## config.mk

```make
export PLATFORM = sky130hd
export DESIGN_NAME = cpu_control_fsm
export DESIGN_NICKNAME = d
export VERILOG_FILES = /design/src/rtl/cpu_control_fsm.sv
export SDC_FILE = /design/constraint.sdc
export NUM_CORES = 1
export LEC_CHECK = 0
export BUFFER_PORTS_ARGS = -buffer_cell sky130_fd_sc_hd__buf_4
export CORE_UTILIZATION = 40
export CTS_BUF_LIST = sky130_fd_sc_hd__clkbuf_2
export DETAILED_ROUTE_END_ITERATION = 7
export PLACE_DENSITY_LB_ADDON = 0.12
export SYNTH_ARGS = -nofsm -noshare
export SYNTH_HDL_FRONTEND = slang
export SYNTH_SLANG_ARGS = --single-unit
```

## constraint.sdc

```tcl
create_clock -name clk -period 10.3 [get_ports clk]
set_input_delay 1.03 -clock clk [delete_from_list [all_inputs] [get_ports clk]]
set_output_delay 1.03 -clock clk [all_outputs]
set_load 0.02 [all_outputs]
```

## src/rtl/cpu_control_fsm.sv

```systemverilog
// cpu_control_fsm: multicycle fetch/decode/exec/mem/writeback controller driving the ALU command port.
// Optional build macro CPU_CTRL_MEM_TIMEOUT_EN adds a memory-wait watchdog with a sticky fault and HALT state.
module cpu_control_fsm #(
    parameter logic [31:0] RESET_PC = 32'h0000_0000
`ifdef CPU_CTRL_MEM_TIMEOUT_EN
    , parameter int unsigned TIMEOUT_CYCLES = 16
`endif
) (
    input  logic        clk,
    input  logic        reset,
    input  logic        imem_ack_in,
    input  logic [31:0] imem_data_in,
    input  logic        dmem_ack_in,
    input  logic [3:0]  alu_nzcv_in,
    output logic        imem_req_out,
    output logic [31:0] pc_out,
    output logic        dmem_req_out,
    output logic        dmem_we_out,
    output logic [3:0]  alu_cmd_out,
    output logic        alu_imm_sel_out,
    output logic [31:0] imm_out,
    output logic [3:0]  rn_out,
    output logic [3:0]  rd_out,
    output logic        reg_we_out,
    output logic [3:0]  flags_out,
    output logic        fault_out
);
    typedef enum logic [2:0] {S_FETCH, S_DECODE, S_EXEC, S_MEM, S_WB, S_HALT} state_t;
    state_t      state_q, state_d;
    logic [31:0] pc_q, pc_d, ir_q, ir_d, br_target;
    logic [3:0]  flags_q, flags_d;
    logic        is_dp, is_ls, is_br, is_test, cond_pass, flag_upd;
    logic        nf, zf, cf, vf;
    assign {nf, zf, cf, vf} = flags_q;
    assign is_dp     = ir_q[27:26] == 2'b00;
    assign is_ls     = ir_q[27:26] == 2'b01;
    assign is_br     = ir_q[27:26] == 2'b10;
    assign is_test   = ir_q[24:23] == 2'b10;
    assign flag_upd  = is_dp && (ir_q[20] || is_test);
    assign br_target = pc_q + 32'd4 + {{6{ir_q[23]}}, ir_q[23:0], 2'b00};
    // Condition code evaluation against the latched flags; 1111 never executes
    always_comb begin
        cond_pass = 1'b0;
        case (ir_q[31:28])
            4'h0: cond_pass = zf;
            4'h1: cond_pass = !zf;
            4'h2: cond_pass = cf;
            4'h3: cond_pass = !cf;
            4'h4: cond_pass = nf;
            4'h5: cond_pass = !nf;
            4'h6: cond_pass = vf;
            4'h7: cond_pass = !vf;
            4'h8: cond_pass = cf && !zf;
            4'h9: cond_pass = !cf || zf;
            4'hA: cond_pass = nf == vf;
            4'hB: cond_pass = nf != vf;
            4'hC: cond_pass = !zf && (nf == vf);
            4'hD: cond_pass = zf || (nf != vf);
            4'hE: cond_pass = 1'b1;
            default: cond_pass = 1'b0;
        endcase
    end
`ifdef CPU_CTRL_MEM_TIMEOUT_EN
    localparam int CW = $clog2(TIMEOUT_CYCLES + 1);
    logic [CW-1:0] cnt_q, cnt_d;
    logic          fault_q, fault_d, wait_ack, timeout_hit;
    assign wait_ack    = (state_q == S_FETCH && !imem_ack_in) || (state_q == S_MEM && !dmem_ack_in);
    assign timeout_hit = wait_ack && cnt_q == CW'(TIMEOUT_CYCLES - 1);
    assign cnt_d       = wait_ack ? cnt_q + 1'b1 : '0;
    assign fault_d     = fault_q || timeout_hit;
    assign fault_out   = fault_q;
    // Watchdog counter and sticky fault flag
    always_ff @(posedge clk or posedge reset) begin
        if (reset) begin
            cnt_q   <= '0;
            fault_q <= 1'b0;
        end else begin
            cnt_q   <= cnt_d;
            fault_q <= fault_d;
        end
    end
`else
    assign fault_out = 1'b0;
`endif
    // Next-state, PC, instruction and flag update logic
    always_comb begin
        state_d = state_q;
        pc_d    = pc_q;
        ir_d    = ir_q;
        flags_d = flags_q;
        case (state_q)
            S_FETCH: begin
                if (imem_ack_in) begin
                    ir_d    = imem_data_in;
                    state_d = S_DECODE;
                end
            end
            S_DECODE: begin
                if (cond_pass && ir_q[27:26] != 2'b11) state_d = S_EXEC;
                else begin
                    pc_d    = pc_q + 32'd4;
                    state_d = S_FETCH;
                end
            end
            S_EXEC: begin
                flags_d = flag_upd ? alu_nzcv_in : flags_q;
                pc_d    = is_br ? br_target : pc_q;
                state_d = is_br ? S_FETCH : is_dp ? S_WB : S_MEM;
            end
            S_MEM: begin
                if (dmem_ack_in) begin
                    pc_d    = ir_q[20] ? pc_q : pc_q + 32'd4;
                    state_d = ir_q[20] ? S_WB : S_FETCH;
                end
            end
            S_WB: begin
                pc_d    = pc_q + 32'd4;
                state_d = S_FETCH;
            end
            default: state_d = state_q;
        endcase
`ifdef CPU_CTRL_MEM_TIMEOUT_EN
        if (timeout_hit) state_d = S_HALT;
`endif
    end
    // Architectural state registers
    always_ff @(posedge clk or posedge reset) begin
        if (reset) begin
            state_q <= S_FETCH;
            pc_q    <= RESET_PC;
            ir_q    <= '0;
            flags_q <= '0;
        end else begin
            state_q <= state_d;
            pc_q    <= pc_d;
            ir_q    <= ir_d;
            flags_q <= flags_d;
        end
    end
    assign imem_req_out    = state_q == S_FETCH;
    assign dmem_req_out    = state_q == S_MEM;
    assign dmem_we_out     = state_q == S_MEM && !ir_q[20];
    assign alu_cmd_out     = (state_q == S_EXEC && is_dp) ? ir_q[24:21] :
                             ((state_q == S_EXEC && is_ls) || state_q == S_MEM) ? 4'b0100 : 4'b0000;
    assign alu_imm_sel_out = (state_q == S_EXEC && (is_dp ? ir_q[25] : is_ls)) || state_q == S_MEM;
    assign reg_we_out      = state_q == S_WB && !(is_dp && is_test);
    assign pc_out          = pc_q;
    assign flags_out       = flags_q;
    assign imm_out         = {20'd0, ir_q[11:0]};
    assign rn_out          = ir_q[19:16];
    assign rd_out          = ir_q[15:12];
endmodule

```

Yosys cells after proc, flatten, opt, wreduce, memory -nomap -nowiden
Index checks and enable logic that the tools add are counted.
{"block": "op_classes", "add_sub_neg": 2, "reduce_logical": 30, "n_mux": 16, "eq_ne": 29}
{"operator": "32-bit 2-to-1 mux", "count": 4}
{"operator": "32-bit case mux with 4 select lines", "count": 1}
{"operator": "32-bit by 3-bit adder with 32-bit output, second input constant", "count": 1}
{"operator": "32-bit adder", "count": 1}
{"operator": "4-bit equality test, second input constant", "count": 7}
{"operator": "3-bit 2-to-1 mux", "count": 6}
{"operator": "4-bit by 3-bit equality test with 1-bit output, second input constant", "count": 4}
{"operator": "1-bit case mux with 15 select lines", "count": 1}
{"operator": "3-bit case mux with 5 select lines", "count": 1}
{"operator": "2-bit inequality test, second input constant", "count": 6}
{"operator": "1-bit logical AND", "count": 10}
{"operator": "4-bit by 2-bit equality test with 1-bit output, second input constant", "count": 2}
{"operator": "3-bit by 2-bit equality test with 1-bit output, second input constant", "count": 2}
{"operator": "1-bit logical NOT", "count": 6}
{"operator": "1-bit logical OR", "count": 5}
{"operator": "5-bit AND reduction", "count": 1}
{"operator": "5-bit nonzero test", "count": 1}
{"operator": "2-bit equality test, second input constant", "count": 2}
{"operator": "4-bit by 1-bit equality test with 1-bit output, second input constant", "count": 1}
{"operator": "4-bit logical NOT", "count": 1}
{"operator": "4-bit 2-to-1 mux", "count": 1}
{"operator": "2-bit AND reduction", "count": 2}
{"operator": "4-bit nonzero test", "count": 1}
{"operator": "3-bit by 1-bit equality test with 1-bit output, second input constant", "count": 1}
{"operator": "9 further kinds", "count": 9}
{"block": "word_totals", "wordCells": 81, "reg_bits": 71, "input_bits": 40}

Depth between registers and ports, before layout
Gate-level depths: netlist (run 1).
{"block": "depth", "depth_word": 6, "ltp_mapped": 16, "ltp_nobuf": 15}

Worst setup path after synthesis (run 1)
OpenSTA, ideal clock, no wires.
{"block": "synth_timing", "path_kind": "reg-to-reg", "start": "reg pc_q[8] (netlist: pc_out[8])", "end": "reg pc_q[31] (netlist: pc_out[31])", "setup_time_ps": 126, "path_slack_ps": 6532, "stages_incl_launch_ff": 16, "arrival_ps": 3642, "path_buffers": 1, "period_less_slack_ps": 3768, "cell_sequence": "dfrtp_1 > clkbuf_2 > and4_1 > nand2_1 > nor4_1 > nand3_1 > xnor2_1 > ha_1 > a21oi_1 > nor2b_1 > o21ai_0 > o221ai_2 > o221a_4 > a211o_1 > and3_1 > a311o_1"}
{"block": "synth_via", "elab_chain_cells": 4, "word_cells_on_any_way": 7, "cone_classes": "add/sub (2); mux (5)"}
{"item": "start, declared", "line": "30", "text": "logic [31:0] pc_q, pc_d, ir_q, ir_d, br_target;"}
{"item": "start signal, assigned", "line": "135", "text": "pc_q <= pc_d;"}
{"item": "32-bit by 3-bit adder with 32-bit output *"}
{"item": "32-bit adder / 32-bit 2-to-1 mux (equally long branches)", "line": "40, 112"}
{"item": "32-bit 2-to-1 mux (on tied branches)", "line": "107, 111"}
{"item": "32-bit case mux with 4 select lines *", "line": "91", "text": "case (state_q)"}
Every way passes the cells marked *; elsewhere a longest branch is shown, timed or not. The select of a mux whose other input is x is not followed.
A chain may end at the register's enable or synchronous reset.

Final worst setup path (run 1)
Same ends and word-level chain as after synthesis.

==> results of run 1 <==
## synth_stat cells, drive strengths merged, types with 7 or more instances
library cell,number
o21ai,33
a21o,16
a31oi,9
nor3,12
dfrtp,69
o211ai,7
and3,12
buf,59
xnor2,30
ha,37
clkbuf,15
o31ai,7
nand3,29
xor2,23
mux2,34
a21oi,65
nand4,9
nor2,54
inv,17
nand2,63
## layout make-up
| cell class | instances | area [µm²] | area share (%) |
|---|---|---|---|
| Clock buffer | 9 | 45.0 | 0.688 |
| Clock inverter | 7 | 80.1 | 1.22 |
| Inverter | 17 | 63.8 | 0.975 |
| Multi-Input combinational cell | 536 | 3600 | 55.0 |
| Sequential cell | 69 | 1730 | 26.4 |
| Tap cell | 180 | 225 | 3.44 |
| Timing Repair Buffer | 107 | 803 | 12.3 |
## per-stage QoR
step / total power, mW / worst slack, ns / util (%) / hold slack [ns]
after global placement: 2.44 / 6.20 / 46.1 / 0.496
after detailed placement: 2.46 / 5.97 / 46.1 / 0.503
after global routing: 2.89 / 5.66 / 47.0 / 0.567
final: 2.65 / 5.99 / 47.0 / 0.537
after CTS: 2.66 / 5.97 / 47.0 / 0.546
after floorplan: 2.01 / 6.53 / - / 0.481
## cells by family after synthesis
kind of cell    Yosys count
simple gates            213
compound gates          172
buf+inv                  91
flops                    69
xor+xnor                 53
fa+ha+maj                38
mux                      37
other cells               1
## placed cells by master (no fill, tap or decap), types with 4 or more instances in the layout
master / n
sky130_fd_sc_hd__and3_1: 12
sky130_fd_sc_hd__nor3_1: 12
sky130_fd_sc_hd__nand2_1: 62
sky130_fd_sc_hd__o211ai_1: 6
sky130_fd_sc_hd__dfrtp_1: 69
sky130_fd_sc_hd__nor2_1: 52
sky130_fd_sc_hd__o21ai_0: 30
sky130_fd_sc_hd__clkbuf_2: 9
sky130_fd_sc_hd__and2_1: 6
sky130_fd_sc_hd__a21oi_1: 65
sky130_fd_sc_hd__o21a_1: 4
sky130_fd_sc_hd__xor2_1: 23
sky130_fd_sc_hd__ha_1: 37
sky130_fd_sc_hd__xnor2_1: 30
sky130_fd_sc_hd__nand4_1: 9
sky130_fd_sc_hd__inv_1: 16
sky130_fd_sc_hd__mux2_2: 34
sky130_fd_sc_hd__clkinv_1: 4
sky130_fd_sc_hd__conb_1: 23
sky130_fd_sc_hd__o31ai_1: 7
sky130_fd_sc_hd__o22ai_1: 5
sky130_fd_sc_hd__or3_1: 5
sky130_fd_sc_hd__a21o_1: 15
sky130_fd_sc_hd__nand3_1: 28
sky130_fd_sc_hd__a31oi_1: 9
sky130_fd_sc_hd__buf_4: 107
## flip-flops by register name (all words and copies together) (netlist names)
signal / flops
pc_out: 30
ir_q: 32
flags_out: 4
state_q: 3
## layer usage
layer | track usage (%) | part of all wire [%]
met4 | 6.94 | 0.93
met3 | 4.35 | 5.4
met2 | 34.4 | 48
met1 | 27.4 | 46
met5 | 0 | 0
## how the worst max path moves through the flow
stage,endpoint,depth (start not counted)
6_report,pc_out[31]$_DFFE_PP0P_,14
3_5_place_dp,pc_out[31]$_DFFE_PP0P_,14
5_1_grt,pc_out[31]$_DFFE_PP0P_,14
3_3_place_gp,pc_out[31]$_DFFE_PP0P_,14
2_1_floorplan,pc_out[31]$_DFFE_PP0P_,15
4_1_cts,pc_out[31]$_DFFE_PP0P_,14
## power groups by stage
stage          sequential [mW]  combinational [mW]  clock (mW)
2_1_floorplan            0.602                1.41           0
3_3_place_gp             0.609                1.83           0
3_5_place_dp             0.616                1.84           0
4_1_cts                  0.610                1.86       0.194
5_1_grt                  0.637                2.05       0.204
6_report                 0.610                1.85       0.185
==> flow_summary.yaml, run 1 <==
global_routing:
  grt_overflow_total: 0
  grt_first_pass_wirelength_um: 24000
  grt.total_usage_pct: 21.0
  first_global_vias: 4604
  initial_antenna_violation_count: 0
  grt_start_max_net_pins: 70
timing:
  relSlewSlack_pct: 28.6
  timing_max_transition_violations_final: 0
  finalCriticalPeriod_ns: 4.31
  finalSetupTns_ns: 0
  grt_setup_unrepaired: "false"
  final_min_period_over_clock_period_pct: 41.9
  clock-skew-final_ns: 0.0227
  worst_pin_slew_ns: 1.06
  clock.fmax_ghz: 0.232
  finalSetupViolCount: 0
  final_hold_viol_count: 0
worst_setup_path:
  setup.worst_path.start: "pc_out[8]$_DFFE_PP0P_"
  critical_path.reg2reg.endpoint: "pc_out[31]$_DFFE_PP0P_"
  biggest_fanout_along_the_worst_timing_path: 8
  regToRegStartpoint: "pc_out[8]$_DFFE_PP0P_"
  worst-endpoint-required_ns: 10.78
  setup.reg_to_reg.worst_slack_ns: 5.99
  timing.critical_path.arrival_ns: 4.79
  cp_num_buf_inv: 0
  critPathTopFamily: "simple AND/OR/NAND/NOR gates"
  timing.critical_path.from_type: "flop"
  r2r.worst_path.cells: 14
  path_cells: "and4_1 -> nand2_1 -> nor4_1 -> nand3_1 -> xnor2_1 -> ha_1 -> a21oi_1 -> nor2b_1 -> o21ai_0 -> o221ai_2 -> o221a_4 -> a211o_1 -> and3_1 -> a311o_1"
  timing.critical_path.slowest_cell_delay_ns: 0.94
  cpMaxStageDelayCell: "sky130_fd_sc_hd__nor4_1"
  worst_setup_path_end_kind: "flop"
  timing.setup.critical_path_class: "reg -> reg"
pwr:
  cell_internal_pwr_mw: 1.27
  sequentialPowerShare_pct: 23.1
  ir_drop_v: 0.000188
  ratio_of_total_power_to_cell_area_mw_per_mm2: 405
  switching_share_pct: 52.0
  total_leakage_power_nw: 3.00
  power_switching_mw: 1.38
  share_comb_of_total_power_pct: 69.9
  power_frac_clock_pct: 7.0
cts:
  ctsResizeCount: 0
  cts-buffers-inserted: 9
  clock_tree.htree_level_count: 3
  numClockSinks: 69
  cts_setup_buffers: 0
  clock_latency_ns: 0.57
  number_of_hold_buffers_added_after_cts: 0
  clockRootBuffer: "sky130_fd_sc_hd__clkbuf_2"
  cts_tree: "yes"
  clock_slew_seen_by_the_registers_of_the_worst_setup_and_hold_paths_ns: 0.20
  clk_path_buf_depth: 2
layout:
  final_nets: 818
  finalInstanceArea_mm2: 0.00654
  area_growth_syn_to_layout_pct: 13.7
  fin_cells: 925
  fillers: 1374
  post_route_cells_drive_above_1_share_pct: 23.2
  antenna_fix_cells: 0
placed_design:
  gpl.final_weighted_congestion: 0.854
  postPlaceCellArea_mm2: 0.00642
  post-dp-hpwl_um: 10800
  io_buffers: 102
  dp.cells: 909
logic_synthesis:
  sequential_fraction_of_the_synthesis_area_pct: 30.0
  synthAdderAreaFrac_pct: 8.39
  yosys.area_share.simple_pct: 18.2
  synthFlopType: "sky130_fd_sc_hd__dfrtp_1"
  synthArstFlopShare_pct: 100
  postSynthCellCount: 674
  synth_top_family_by_area: "compound AO/OA/AOI/OAI gates"
  synth_cell_types: 66
  synth-xor-area-share_pct: 8.07
  post_synth_instance_area_mm2: 0.00575
  syn-mean-instance-area_um2: 8.54
  synth_edf_count: 0
  synth.area.mux_share_pct: 7.18
  netlist.area_leader.share_pct: 30.0
  synth_compound_area_share_pct: 19.1
  post_synthesis_cell_type_with_the_largest_combined_area: "sky130_fd_sc_hd__dfrtp_1"
  ys_ff_latch: 69
  yosysWarningCount: 0
  post_synth_main_area_contributors: "sky130_fd_sc_hd__dfrtp_1 30%, sky130_fd_sc_hd__ha_1 8.0%, sky130_fd_sc_hd__mux2_2 6.7%"
detailed_routing:
  detail_route.vias_per_cell: 5.40
  detail_route.iter0.violations: 271
  num_vias: 4995
  detail_route.wirelength_um: 15000
  drt_first_pass_iters: 5
  final_antenna_net_count: 0
  wire_per_inst_um: 16.2
  post-route-drc-count: 0
min_path:
  holdCritPathClass: "reg -> reg"
  hold_path_depth: 1
  min_from: "ir_q[25]$_DFFE_PP0P_"
  hold_end: "ir_q[25]$_DFFE_PP0P_"
floorplan:
  dieWidth_um: 122
  io_pins: 126
  start_util_pct: 41.3
  placement_rows: 43
  design.die.area_mm2: 0.0149
  die_h_um: 122
  placeableCoreArea_mm2: 0.0139
outcome:
  outcome: "finished clean"
job:
  cap_violations: 0
Power figures use the tool's default switching activity.
==> run 2: changes to the inputs <==
--- a/config.mk
+++ b/config.mk
@@ -5,6 +5,7 @@
 export SDC_FILE = /design/constraint.sdc
 export NUM_CORES = 1
 export LEC_CHECK = 0
+export ABC_AREA = 1
 export BUFFER_PORTS_ARGS = -buffer_cell sky130_fd_sc_hd__buf_4
 export CORE_UTILIZATION = 40
 export CTS_BUF_LIST = sky130_fd_sc_hd__clkbuf_2
==> constraint.sdc (replaced) <==
create_clock -name clk -period 4.5 [get_ports clk]
set_input_delay 0.45 -clock clk [delete_from_list [all_inputs] [get_ports clk]]
set_output_delay 0.45 -clock clk [all_outputs]
set_load 0.02 [all_outputs]
==> run 2 against run 1 <==
Effect of this change: power fell by 57%; synthesized cell count rose by 47%; synthesized area rose by 14%; clock-buffer cell count did not move; largest power group is now sequential cells; critical path type unchanged.
==> flow_summary.yaml, run 2 <==
logic_synthesis:
  synth_cell_types: 46
  post_synth_instance_area_mm2: 0.00658
  postSynthCellCount: 990
  ys_top_cells_by_count: "301 x sky130_fd_sc_hd__nand2_1, 114 x sky130_fd_sc_hd__inv_1, 100 x sky130_fd_sc_hd__nor2_1"
  netlist.area_leader.share_pct: 26.2
  synth.most_common_cell: "sky130_fd_sc_hd__nand2_1"
  post_synthesis_cell_type_with_the_largest_combined_area: "sky130_fd_sc_hd__dfrtp_1"
  syn-mean-instance-area_um2: 6.65
  synth_edf_count: 0
  synthFlopType: "sky130_fd_sc_hd__dfrtp_1"
  ys_ff_latch: 69
  sequential_fraction_of_the_synthesis_area_pct: 26.2
  synthArstFlopShare_pct: 100
  yosysWarningCount: 0
  post_synth_main_area_contributors: "sky130_fd_sc_hd__dfrtp_1 26%, sky130_fd_sc_hd__nand2_1 17%, sky130_fd_sc_hd__ha_1 7.0%"
global_routing:
  grt.total_usage_pct: 24.1
  grt_overflow_total: 0
  initial_antenna_violation_count: 0
  grt_first_pass_wirelength_um: 30900
  first_global_vias: 6014
  grt_start_max_net_pins: 44
worst_setup_path:
  regToRegStartpoint: "pc_out[2]$_DFFE_PP0P_"
  cp_num_buf_inv: 3
  setup.reg_to_reg.worst_slack_ns: 0.94
  critPathTopFamily: "simple AND/OR/NAND/NOR gates"
  timing.critical_path.from_type: "flop"
  timing.critical_path.arrival_ns: 4.11
  path_cells: "ha_1 -> inv_1 -> nor3_1 -> and3_1 -> nand2_1 -> xor2_1 -> inv_1 -> ha_1 -> nand2_1 -> nor2_1 -> inv_1 -> nor3_1 -> nand4_1 -> nand4_1 -> nand3_1 -> nand3_2 -> nand2_1"
  worst-endpoint-required_ns: 5.05
  timing.setup.critical_path_class: "reg -> reg"
  setup.worst_path.start: "pc_out[2]$_DFFE_PP0P_"
  worst_setup_path_end_kind: "flop"
  biggest_fanout_along_the_worst_timing_path: 6
  timing.critical_path.slowest_cell_delay_ns: 0.48
  cpMaxStageDelayCell: "sky130_fd_sc_hd__dfrtp_1"
timing:
  finalCriticalPeriod_ns: 3.56
  final_min_period_over_clock_period_pct: 79.1
  grt_setup_unrepaired: "false"
  final_hold_viol_count: 0
  relSlewSlack_pct: 38.7
  clock-skew-final_ns: 0.0366
  timing_max_transition_violations_final: 0
  finalSetupViolCount: 0
  clock.fmax_ghz: 0.281
  worst_pin_slew_ns: 0.919
  finalSetupTns_ns: 0
detailed_routing:
  drt_first_pass_iters: 5
  detail_route.wirelength_um: 19500
  detail_route.vias_per_cell: 4.92
  wire_per_inst_um: 15.1
  detail_route.iter0.violations: 372
  num_vias: 6366
  final_antenna_net_count: 0
  post-route-drc-count: 0
floorplan:
  dieWidth_um: 130
  placement_rows: 46
  start_util_pct: 41.1
  design.die.area_mm2: 0.0170
  io_pins: 126
  die_h_um: 130
  placeableCoreArea_mm2: 0.0160
job:
  cap_violations: 0
layout:
  largest_register_ffs: 32
  registers.top_by_ff_count: "ir_q"
  final_nets: 1150
  area_growth_syn_to_layout_pct: 13.4
  leading_cell_type_in_the_layout_fill_and_taps_excluded: "sky130_fd_sc_hd__nand2_1"
  antenna_fix_cells: 0
  post_route_cells_drive_above_1_share_pct: 17.9
  layout_common_cells: "301 x sky130_fd_sc_hd__nand2_1, 113 x sky130_fd_sc_hd__inv_1, 106 x sky130_fd_sc_hd__buf_4"
cts:
  clock_tree.htree_level_count: 3
  numClockSinks: 69
  clock_latency_ns: 0.61
  clock_slew_seen_by_the_registers_of_the_worst_setup_and_hold_paths_ns: 0.24
  cts_tree: "yes"
  clockRootBuffer: "sky130_fd_sc_hd__clkbuf_2"
  cts-buffers-inserted: 9
  clk_path_buf_depth: 2
  cts_setup_buffers: 0
pwr:
  ir_drop_v: 0.000106
  total_leakage_power_nw: 4.33
  ratio_of_total_power_to_cell_area_mw_per_mm2: 153
  p_total_mw: 1.14
placed_design:
  io_buffers: 102
  gpl.final_weighted_congestion: 0.957
  post-dp-hpwl_um: 15700
outcome:
  outcome: "finished clean"
min_path:
  holdCritPathClass: "in -> async"
==> run 2: stage by stage <==
step	instances	worst slack (ns)	hold WS (ns)	util, %	instance area (µm²)
3_5_place_dp	1275	1.06	0.503	45.7	7310
4_1_cts	1291	1.02	0.00809	46.5	7440
5_1_grt	1293	0.592	0.00575	46.6	7460
2_1_floorplan	1012	1.63	0.481	-	6660
6_report	1293	0.941	0.00771	46.6	7460
3_3_place_gp	1275	1.06	0.492	45.7	7310
==> run 2: final cells by class <==
type | count | area, µm²
Timing Repair Buffer | 108 | 816
Clock buffer | 9 | 45.0
Sequential cell | 69 | 1730
Multi-Input combinational cell | 759 | 4040
Fill cell | 1780 | 8540
Tap cell | 216 | 270
Clock inverter | 7 | 90.1
Inverter | 125 | 472
==> run 2: report_power, final <==
part	internal, mW	total, mW	switching, mW
Combinational	0.0288	0.0701	0.0414
Clock	0.181	0.447	0.267
Sequential	0.623	0.625	0.00242
Total	0.832	1.14	0.311
==> run 2: per-layer routing <==
metal | vias to the layer above | global-route usage (%) | wire [µm]
met5 | - | 0 | 0
met4 | 0 | 12.0 | 799
met3 | 43 | 3.69 | 979
met2 | 189 | 40.4 | 9140
met1 | 2861 | 30.1 | 8630
li1 | 3273 | - | -
==> run 2: cells by family (layout without fill, tap and decap cells) <==
logic type / count (synthesis) / after routing / synth area share [%]
mux: 24 / 24 / 4.11
other cells: 1 / 23 / 0.0570
xor+xnor: 31 / 31 / 4.13
buf+inv: 184 / 249 / 13.6
compound gates: 102 / 102 / 9.01
fa+ha+maj: 38 / 38 / 7.34
flops: 69 / 69 / 26.2
simple gates: 541 / 541 / 35.5
==> run 2: path summary, 6_finish.rpt <==
kind / to / cells past startpoint
worst min-delay path: ir_q[23]$_DFFE_PP0P_ / 2
worst max register to register: pc_out[21]$_DFFE_PP0P_ / 17
worst max-delay path: pc_out[21]$_DFFE_PP0P_ / 17
worst min register to register: ir_q[25]$_DFFE_PP0P_ / 2
max in group asynchronous: pc_out[22]$_DFFE_PP0P_ / 3
min in group clk: ir_q[0]$_DFFE_PP0P_ / 2
==> run 2: timing repair <==
action,CTS,global route
hold buffers,0,2
resized for setup,0,0
hold endpoints to repair,0,2
==> run 3: changes to the inputs <==
==> constraint.sdc (replaced) <==
create_clock -name clk -period 2.95 [get_ports clk]
set_input_delay 0.295 -clock clk [delete_from_list [all_inputs] [get_ports clk]]
set_output_delay 0.295 -clock clk [all_outputs]
set_load 0.02 [all_outputs]
==> run 3 against run 2 <==
Effect of this change: the run now ends with setup timing left; sequential share of layout area decreased by 5.5 points; combinational power rose by 110%; clock power grew 50%; die area unchanged; power up 55%; clock skew rose by 0.019 ns; critical endpoint is now pc_out[31]$_DFFE_PP0P_; highest routed layer unchanged.
==> flow_summary.yaml, run 3 (same netlist as run 2, synthesis figures left out) <==
placed_design:
  postPlaceCellArea_mm2: 0.00822
  gpl.final_weighted_congestion: 0.924
  post-dp-hpwl_um: 17000
  io_buffers: 102
detailed_routing:
  final_antenna_net_count: 0
  detail_route.iter0.violations: 353
  wire_per_inst_um: 15.1
  drt_first_pass_iters: 5
  num_vias: 7235
  detail_route.wirelength_um: 22300
  post-route-drc-count: 0
  detail_route.vias_per_cell: 4.92
timing:
  worst_slack_ns: -0.0431
  timing_max_transition_violations_final: 0
  final_min_period_over_clock_period_pct: 101
  worst_pin_slew_ns: 0.616
  relSlewSlack_pct: 58.9
  clock-skew-final_ns: 0.0555
  grt_setup_unrepaired: "true"
  finalCriticalPeriod_ns: 2.99
  clock.fmax_ghz: 0.334
  final_hold_viol_count: 0
  finalSetupViolCount: 2
worst_setup_path:
  timing.critical_path.slowest_cell_delay_ns: 0.45
  path_cells: "nand2_1 -> nor2_2 -> buf_4 -> nand2_1 -> nor2_1 -> nand2_2 -> xor2_2 -> inv_1 -> ha_1 -> nand2_4 -> nor2_2 -> buf_4 -> nand2_1 -> inv_1 -> a21oi_4 -> nand2_1 -> nand2_1 -> nand3_1 -> nand2_1 -> nand3_2 -> nand2_1"
  cp_num_buf_inv: 4
  timing.critical_path.arrival_ns: 3.53
  regToRegStartpoint: "pc_out[12]$_DFFE_PP0P_"
  worst-endpoint-required_ns: 3.49
  critPathTopFamily: "simple AND/OR/NAND/NOR gates"
  timing.setup.critical_path_class: "reg -> reg"
  critical_path.most_common_cell: "sky130_fd_sc_hd__nand2_1"
  cpMaxStageDelayCell: "sky130_fd_sc_hd__dfrtp_1"
  setup.worst_path.start: "pc_out[12]$_DFFE_PP0P_"
  biggest_fanout_along_the_worst_timing_path: 3
  timing.critical_path.from_type: "flop"
  worst_setup_path_end_kind: "flop"
pwr:
  ratio_of_total_power_to_cell_area_mw_per_mm2: 181
  power_frac_clock_pct: 37.8
  cell_internal_pwr_mw: 1.30
  share_comb_of_total_power_pct: 8.3
  power_switching_uw: 471
  sequentialPowerShare_pct: 53.8
  switching_share_pct: 26.6
  total_leakage_power_nw: 5.32
  ir_drop_v: 0.000135
global_routing:
  grt_overflow_total: 0
  grt_start_max_net_pins: 45
  grt_first_pass_wirelength_um: 34200
  grt.total_usage_pct: 26.5
  initial_antenna_violation_count: 1
  first_global_vias: 6821
cts:
  cts-buffers-inserted: 9
  clock_latency_ns: 0.61
  clk_path_buf_depth: 2
  clock_tree.htree_level_count: 3
  clock_slew_seen_by_the_registers_of_the_worst_setup_and_hold_paths_ns: 0.24
  clockRootBuffer: "sky130_fd_sc_hd__clkbuf_2"
  cts_tree: "yes"
  numClockSinks: 69
floorplan:
  design.die.area_mm2: 0.0170
  io_pins: 126
  start_util_pct: 41.1
  placeableCoreArea_mm2: 0.0160
  die_h_um: 130
  placement_rows: 46
  dieWidth_um: 130
layout:
  post_route_cells_drive_above_1_share_pct: 39.7
  leading_cell_type_in_the_layout_fill_and_taps_excluded: "sky130_fd_sc_hd__nand2_1"
  largest_register_ffs: 32
  area_growth_syn_to_layout_pct: 48.9
  layout_common_cells: "260 x sky130_fd_sc_hd__nand2_1, 245 x sky130_fd_sc_hd__buf_4, 103 x sky130_fd_sc_hd__inv_1"
  registers.top_by_ff_count: "ir_q"
  fillers: 1542
  final_nets: 1328
  fin_util_pct: 61.2
  finalInstanceArea_mm2: 0.00980
min_path:
  holdCritPathClass: "in -> reg"
  min_from: "imem_ack_in"
outcome:
  outcome: "complete, but fails checks"
  violated_checks: "setup timing"
job:
  cap_violations: 0
run 3: cell types whose count changed in the layout (fill, tap and decap cells not counted), moves of 11 or more:
cell,change
sky130_fd_sc_hd__nor2_2,+19
sky130_fd_sc_hd__ha_4,+21
sky130_fd_sc_hd__a21oi_2,+14
sky130_fd_sc_hd__buf_4,+139
sky130_fd_sc_hd__nand3_1,-11
sky130_fd_sc_hd__dlygate4sd3_1,+35
sky130_fd_sc_hd__nor3_1,-15
sky130_fd_sc_hd__ha_1,-25
sky130_fd_sc_hd__a21oi_1,-16
sky130_fd_sc_hd__nand2_2,+32
sky130_fd_sc_hd__nand2_1,-41
sky130_fd_sc_hd__nor2_1,-28
run 3: power by group through the flow:
stage	Clock [mW]	Combinational (mW)	Sequential [mW]
2_1_floorplan	0	0.0740	0.973
3_3_place_gp	0	0.109	0.970
3_5_place_dp	0	0.110	0.970
4_1_cts	0.687	0.149	0.954
5_1_grt	0.716	0.164	0.955
6_report	0.670	0.147	0.954
run 3: cell type report:
class	count	area, µm²	area share, %
Inverter	125	474	4.84
Antenna cell	1	2.50	0.0255
Tap cell	216	270	2.76
Timing Repair Buffer	286	2270	23.2
Multi-Input combinational cell	759	4920	50.2
Clock inverter	5	76.3	0.779
Clock buffer	10	50.0	0.511
Sequential cell	69	1730	17.7
run 3: final timing paths:
| check | endpoint | slack (ns) | cells after the start |
|---|---|---|---|
| worst max-delay path | pc_out[31]$_DFFE_PP0P_ | -0.04 | 21 |
| worst min-delay path | state_q[0]$_DFFE_PP0P_ | 0.05 | 3 |
| worst max register to register | pc_out[31]$_DFFE_PP0P_ | -0.04 | 21 |
| worst min register to register | ir_q[25]$_DFFE_PP0P_ | 0.53 | 2 |
| max in group asynchronous | pc_out[25]$_DFFE_PP0P_ | 1.96 | 4 |
| min in group asynchronous | ir_q[30]$_DFFE_PP0P_ | 0.30 | 3 |
run 3: metal layers:
layer  vias to the layer above  part of all wire (%)  track usage [%]
li1                       3615                     -                -
met2                       191                    50             47.5
met5                         -                     0                0
met1                      3389                    43             32.2
met4                         0                   3.3             11.4
met3                        40                   3.8             2.75
run 3: through the flow:
step | TNS (ns) | power (mW) | setup slack [ns] | std cells | hold WS (ns)
floorplan | 0 | 1.05 | 0.0812 | 1012 | 0.446
global placement | -1.09 | 1.08 | -0.225 | 1393 | 0.418
detailed placement | -1.39 | 1.08 | -0.262 | 1393 | 0.426
CTS | -0.00144 | 1.79 | -0.000866 | 1455 | 0.0267
global route | -1.80 | 1.83 | -0.236 | 1471 | 0.0328
finish | -0.0453 | 1.77 | -0.0431 | 1471 | 0.0451
run 3: worst min-delay path, stage by stage:
cell,delay [ns]
sky130_fd_sc_hd__buf_4,0.08
sky130_fd_sc_hd__o21ai_0,0.10
sky130_fd_sc_hd__a21oi_1,0.14
run 3: what timing repair did:
item	4_1_cts	5_1_grt
hold buffers	37	0
buffers inserted	10	16
hold endpoints to repair	61	0
pin swaps	15	60
endpoints found under the setup margin	16	21
resized for setup	57	146
